**config.mk**
```make
export PLATFORM = sky130hd
export DESIGN_NAME = rr_arb_mux
export DESIGN_NICKNAME = d
export VERILOG_FILES = /design/src/rtl/rr_arb_mux.sv
export SDC_FILE = /design/constraint.sdc
export NUM_CORES = 1
export LEC_CHECK = 0
export BUFFER_PORTS_ARGS = -buffer_cell sky130_fd_sc_hd__clkbuf_2
export CAP_MARGIN = 20
export CORE_UTILIZATION = 40
export CTS_BUF_LIST = sky130_fd_sc_hd__clkbuf_16
export DETAILED_ROUTE_END_ITERATION = 10
export PLACE_DENSITY = 0.76
export SKIP_LAST_GASP = 1
export SLEW_MARGIN = 20
export SYNTH_ARGS = -nofsm -noshare
export SYNTH_HDL_FRONTEND = slang
export SYNTH_SLANG_ARGS = --single-unit
```
**constraint.sdc**
```tcl
create_clock -name clk -period 2.25 [get_ports clk]
set_input_delay 0.45 -clock clk [delete_from_list [all_inputs] [get_ports clk]]
set_output_delay 0.45 -clock clk [all_outputs]
set_load 0.02 [all_outputs]
```
**src/rtl/rr_arb_mux.sv**
```systemverilog
// N-to-1 round-robin arbitrating multiplexer with valid/ready channels, a
// registered single-entry output stage and an optional per-channel grant lock.
module rr_arb_mux #(
    parameter int WIDTH = 32,
    parameter int N     = 4,
    localparam int SELW = $clog2(N)
) (
    input  logic                 clk,
    input  logic                 rst,
    input  logic [N-1:0]         in_valid,
    input  logic [N*WIDTH-1:0]   in_data,
    input  logic [N-1:0]         in_lock,
    output logic [N-1:0]         in_ready,
    output logic                 out_valid,
    output logic [WIDTH-1:0]     out_data,
    output logic [SELW-1:0]      out_sel,
    input  logic                 out_ready
);

    logic [SELW-1:0]  ptr;
    logic [SELW-1:0]  lock_ch;
    logic             locked;
    logic [SELW-1:0]  grant;
    logic             found;
    logic             space;
    logic             xfer;
    logic [SELW:0]    cand;
    logic [WIDTH-1:0] ch_data [N];

    for (genvar i = 0; i < N; i++) begin : g_unpack
        assign ch_data[i] = in_data[i*WIDTH +: WIDTH];
    end

    // Wraps at N, not at 2**SELW, so non-power-of-two N never selects a ghost channel.
    function automatic logic [SELW-1:0] wrap_inc(input logic [SELW-1:0] x);
        return (x == SELW'(N - 1)) ? '0 : x + SELW'(1);
    endfunction

    always_comb begin
        // NOTE: every combinational output gets a default first so no path infers a latch.
        grant    = '0;
        found    = 1'b0;
        cand     = '0;
        in_ready = '0;
        if (locked) begin
            grant = lock_ch;
            found = in_valid[lock_ch];
        end else begin
            for (int k = 0; k < N; k++) begin
                cand = {1'b0, ptr} + (SELW+1)'(k);
                if (cand >= (SELW+1)'(N))
                    cand = cand - (SELW+1)'(N);
                if (!found && in_valid[cand[SELW-1:0]]) begin
                    found = 1'b1;
                    grant = cand[SELW-1:0];
                end
            end
        end
        space = !out_valid || out_ready;
        xfer  = found && space;
        if (xfer && !rst)
            in_ready[grant] = 1'b1;
    end

    // NOTE: sequential state uses non-blocking assignments so every register samples pre-edge values.
    always_ff @(posedge clk or posedge rst) begin
        if (rst) begin
            out_valid <= 1'b0;
            out_data  <= '0;
            out_sel   <= '0;
            ptr       <= '0;
            locked    <= 1'b0;
            lock_ch   <= '0;
        end else begin
            if (xfer) begin
                out_valid <= 1'b1;
                out_data  <= ch_data[grant];
                out_sel   <= grant;
                if (locked) begin
                    if (!in_lock[grant]) begin
                        locked <= 1'b0;
                        ptr    <= wrap_inc(lock_ch);
                    end
                end else if (in_lock[grant]) begin
                    locked  <= 1'b1;
                    lock_ch <= grant;
                end else begin
                    ptr <= wrap_inc(grant);
                end
            end else if (out_ready) begin
                out_valid <= 1'b0;
            end
        end
    end

endmodule
```
==> results.sh <==
export IMPL_ys_seq_elements=40
export IMPL_seq_area_frac_synth=0.346
export IMPL_setup_viol=41
export IMPL_cts_sinks=40
export IMPL_synth_top_area_share=0.346
export IMPL_synth_compound_area_frac=0.0541
export IMPL_endpoint_kind="output pin"
export IMPL_final_nets=590
export IMPL_numCtsBuffers=5
export IMPL_hold_path_class="in -> async"
export IMPL_status="finished with violations"
export IMPL_p_int_w=0.00430
export IMPL_p_comb_frac=0.698
export IMPL_yosys_warnings=0
export IMPL_ios=178
export IMPL_port_buffers=177
export IMPL_synth_nets=389
export IMPL_violations="negative setup slack"
export IMPL_synth_xor_area_share=0.00303
export IMPL_die_y_um=87.0
export IMPL_critPathArrivalTime_ns=2.13
export IMPL_final_cells=544
export IMPL_r2r_end="out_data[8]$_DFFE_PP0P_"
export IMPL_max_freq_mhz=388
export IMPL_rows=30
export IMPL_critical_path_startpoint="ptr[0]$_DFFE_PP0P_"
export IMPL_cpPeakStageDelay_ns=0.45
export IMPL_htree_num_levels=2
export IMPL_crit_fanout=6
export IMPL_synth_area_leaders="dfrtp_1, mux2i_1, mux2_2, ha_1, mux4_2"
export IMPL_fin_setup_tns_ns=-9.54
export IMPL_period_needed_ns=2.58
export IMPL_netlist_area_sq_mm=0.00289
export IMPL_sequentialPowerShare=0.190
export IMPL_path_clk_slew_ns=0.06
export IMPL_gp_congestion=0.818
export IMPL_crit_type="reg -> out"
export IMPL_cpMaxStageDelayCell="dfrtp_2"
export IMPL_dr_total_vias=2682
export IMPL_skew_ns=0.00658
export IMPL_hold_buffers=0
export IMPL_max_slew_margin=0.708
export IMPL_drc_errors=0
export IMPL_syn_to_final_growth_pct=58.0
export IMPL_cts_tree="done"
export IMPL_power_density_mw_per_mm2=1560
export IMPL_tightest_slew_ns=0.439
export IMPL_syn_instance_count=246
export IMPL_start_util=0.419
export IMPL_core_area_sq_mm=0.00691
export IMPL_power_share_clock=0.113
export IMPL_post_place_cells=521
export IMPL_p_total_w=0.00712
export IMPL_first_pass_iters=4
export IMPL_p_leak_nw=2.29
export IMPL_cts_buffer_depth=2
export IMPL_synthMuxAreaShare=0.489
export IMPL_track_usage=0.216
export IMPL_ant_nets=0
export IMPL_grt_pass1_vias=2650
export IMPL_layout_drive_gt1_share=0.627
export IMPL_drv_cap=0
export IMPL_r2r_start="ptr[0]$_DFFE_PP0P_"
export IMPL_cp_top_family="compound AO/OA/AOI/OAI gates"
export IMPL_reg2reg_setup_slack_ns=-0.31
export IMPL_reg2reg_depth=11
export IMPL_grt_pass1_wl_um=12400
export IMPL_rsz0062_at_grt="yes"
export IMPL_antenna_found_initial=0
export IMPL_place_detailed_hpwl_um=6090
export IMPL_switching_share=0.396
export IMPL_netSwitchingPower_w=0.00282
export IMPL_grt_max_degree=35
export IMPL_timing_hold_ws_ns=0.0874
export IMPL_clk_latency_ns=0.28
export IMPL_wl_um=8090
export IMPL_crit_buf_inv=2
export IMPL_synth_top_family_by_area="multiplexers"
export IMPL_drt_iter0_drc=49
export IMPL_fillers=567
export IMPL_final_hold_viol_count=0
export IMPL_synthSimpleGateAreaFrac=0.0372
export IMPL_final_util=0.662
export IMPL_vdd_ir_drop_worst_uv=770
export IMPL_synth_largest_area_cell="dfrtp_1"
export IMPL_vias_per_cell=4.93
export IMPL_die_w_um=87.0
export IMPL_post_drt_wl_per_cell_um=14.9
export IMPL_synthAdderAreaFrac=0.0173
export IMPL_path_cells="and4bb_1 > a31o_1 > a221oi_2 > a21o_4 > inv_8 > ha_4 > and3_4 > buf_6"
export IMPL_maxSlewViolCount=0
export IMPL_postSynthAreaPerCell_sq_um=11.8
export IMPL_critPathRequiredTime_ns=1.80
export IMPL_finalCritPeriodShare=1.15
export IMPL_grt_remaining_overflow=0
export IMPL_root_buffer="clkbuf_16"
export IMPL_ys_types=38
export IMPL_setup_ws_ns=-0.330
export IMPL_dieArea_sq_mm=0.00758
export IMPL_diodes=0
export IMPL_start_kind="register"
power by group through the flow:
stage / logic, W / clock network, W / registers (W)
after floorplan: 0.00272 / 0 / 0.00171
after global placement: 0.00403 / 0 / 0.00134
after detailed placement: 0.00412 / 0 / 0.00135
after CTS: 0.00499 / 0.000821 / 0.00135
after global routing: 0.00528 / 0.000853 / 0.00140
final: 0.00496 / 0.000802 / 0.00135
layout make-up:
cell class | instances | area, sq um | area share
clock buffers | 5 | 125 | 0.0274
clock inverters | 3 | 42.5 | 0.00930
inverters | 7 | 33.8 | 0.00739
multi-input cells | 181 | 1870 | 0.409
flip-flops and latches | 40 | 1000 | 0.219
well taps | 96 | 120 | 0.0263
repair buffers | 212 | 1380 | 0.301
routing by layer:
metal | part of all wire | vias to the layer above | GRT usage
met2 | 0.52 | 106 | 0.394
li1 | - | 1315 | -
met5 | 0 | - | 0
met3 | 0.049 | 8 | 0.0351
met4 | 0.013 | 0 | 0.0576
met1 | 0.41 | 1253 | 0.261
worst max path at each step:
stage	to	slack [ns]	cells after the start
finish	in_ready[1]	-0.33	8
global route	out_data[8]$_DFFE_PP0P_	-0.40	11
CTS	in_ready[1]	-0.32	8
detailed placement	out_data[18]$_DFFE_PP0P_	-0.32	9
global placement	out_data[16]$_DFFE_PP0P_	-0.23	9
floorplan	in_ready[0]	-0.12	10
registers in the layout, indices dropped and copies added, names as in the netlist:
name,count
out_data,32
lock_ch,2
out_sel,2
ptr,2
locked,1
out_valid,1
layout by cell type (no fill, tap or decap), types with 2 or more instances in the layout:
| cell | count |
|---|---|
| nor2_1 | 4 |
| nand2_1 | 3 |
| buf_6 | 2 |
| dfrtp_1 | 39 |
| a21oi_1 | 4 |
| mux2_2 | 33 |
| clkbuf_2 | 173 |
| buf_4 | 22 |
| mux2_4 | 2 |
| mux2i_2 | 6 |
| buf_8 | 2 |
| buf_16 | 6 |
| and3_4 | 4 |
| clkbuf_16 | 5 |
| inv_2 | 3 |
| mux4_2 | 2 |
| buf_12 | 5 |
| o21ai_1 | 5 |
| ha_4 | 4 |
| o221ai_1 | 2 |
| mux2i_1 | 91 |
| inv_1 | 3 |
| clkbuf_8 | 2 |
| o21ai_0 | 2 |
cells by family (layout without fill, tap and decap cells):
kind of cell	after synthesis	after routing
buffers and inverters	25	227
AOI/OAI and AO/OA	23	23
adders and majority gates	4	4
DFF	40	40
muxes	134	134
xor gates and xnor gates	1	1
and+or+nand+nor	19	19
Yosys cell counts, drive strengths merged:
master  count
xnor2       1
nor2b       2
a31o        1
o21ai       7
ha          4
nand3b      1
a31oi       1
a32oi       1
and3        4
mux2       35
o31ai       1
nor2        4
inv         7
mux4        2
mux2i      97
clkbuf      5
nand3       1
nand2       3
nand2b      1
o22ai       1
or2         1
dfrtp      40
or3         1
o21bai      1
o221ai      2
and4bb      1
buf        13
a21oi       5
a21o        2
a221oi      1
worst register-to-register path: cells and delay by family (launching register included):
| family | cells | cell delay, ns |
|---|---|---|
| buffers and inverters | 4 | 0.46 |
| AOI/OAI and AO/OA | 3 | 0.73 |
| muxes | 3 | 0.59 |
| and+or+nand+nor | 1 | 0.22 |
| DFF | 1 | 0.45 |
metrics by stage:
stage | area (sq um) | setup slack, ns
after floorplan | 2990 | -0.122
after global placement | 4060 | -0.234
after detailed placement | 4060 | -0.322
after CTS | 4560 | -0.319
after global routing | 4570 | -0.398
final | 4570 | -0.330
timing repair:
| item | 4_1_cts | 5_1_grt |
|---|---|---|
| hold endpoints to repair | 0 | 0 |
| gates resized for setup | 23 | 12 |
| setup endpoints to repair | 41 | 41 |
| cloned | 6 | 0 |
| setup buffers | 9 | 1 |
| pin swaps | 1 | 2 |
Power figures use the tool's default switching activity.
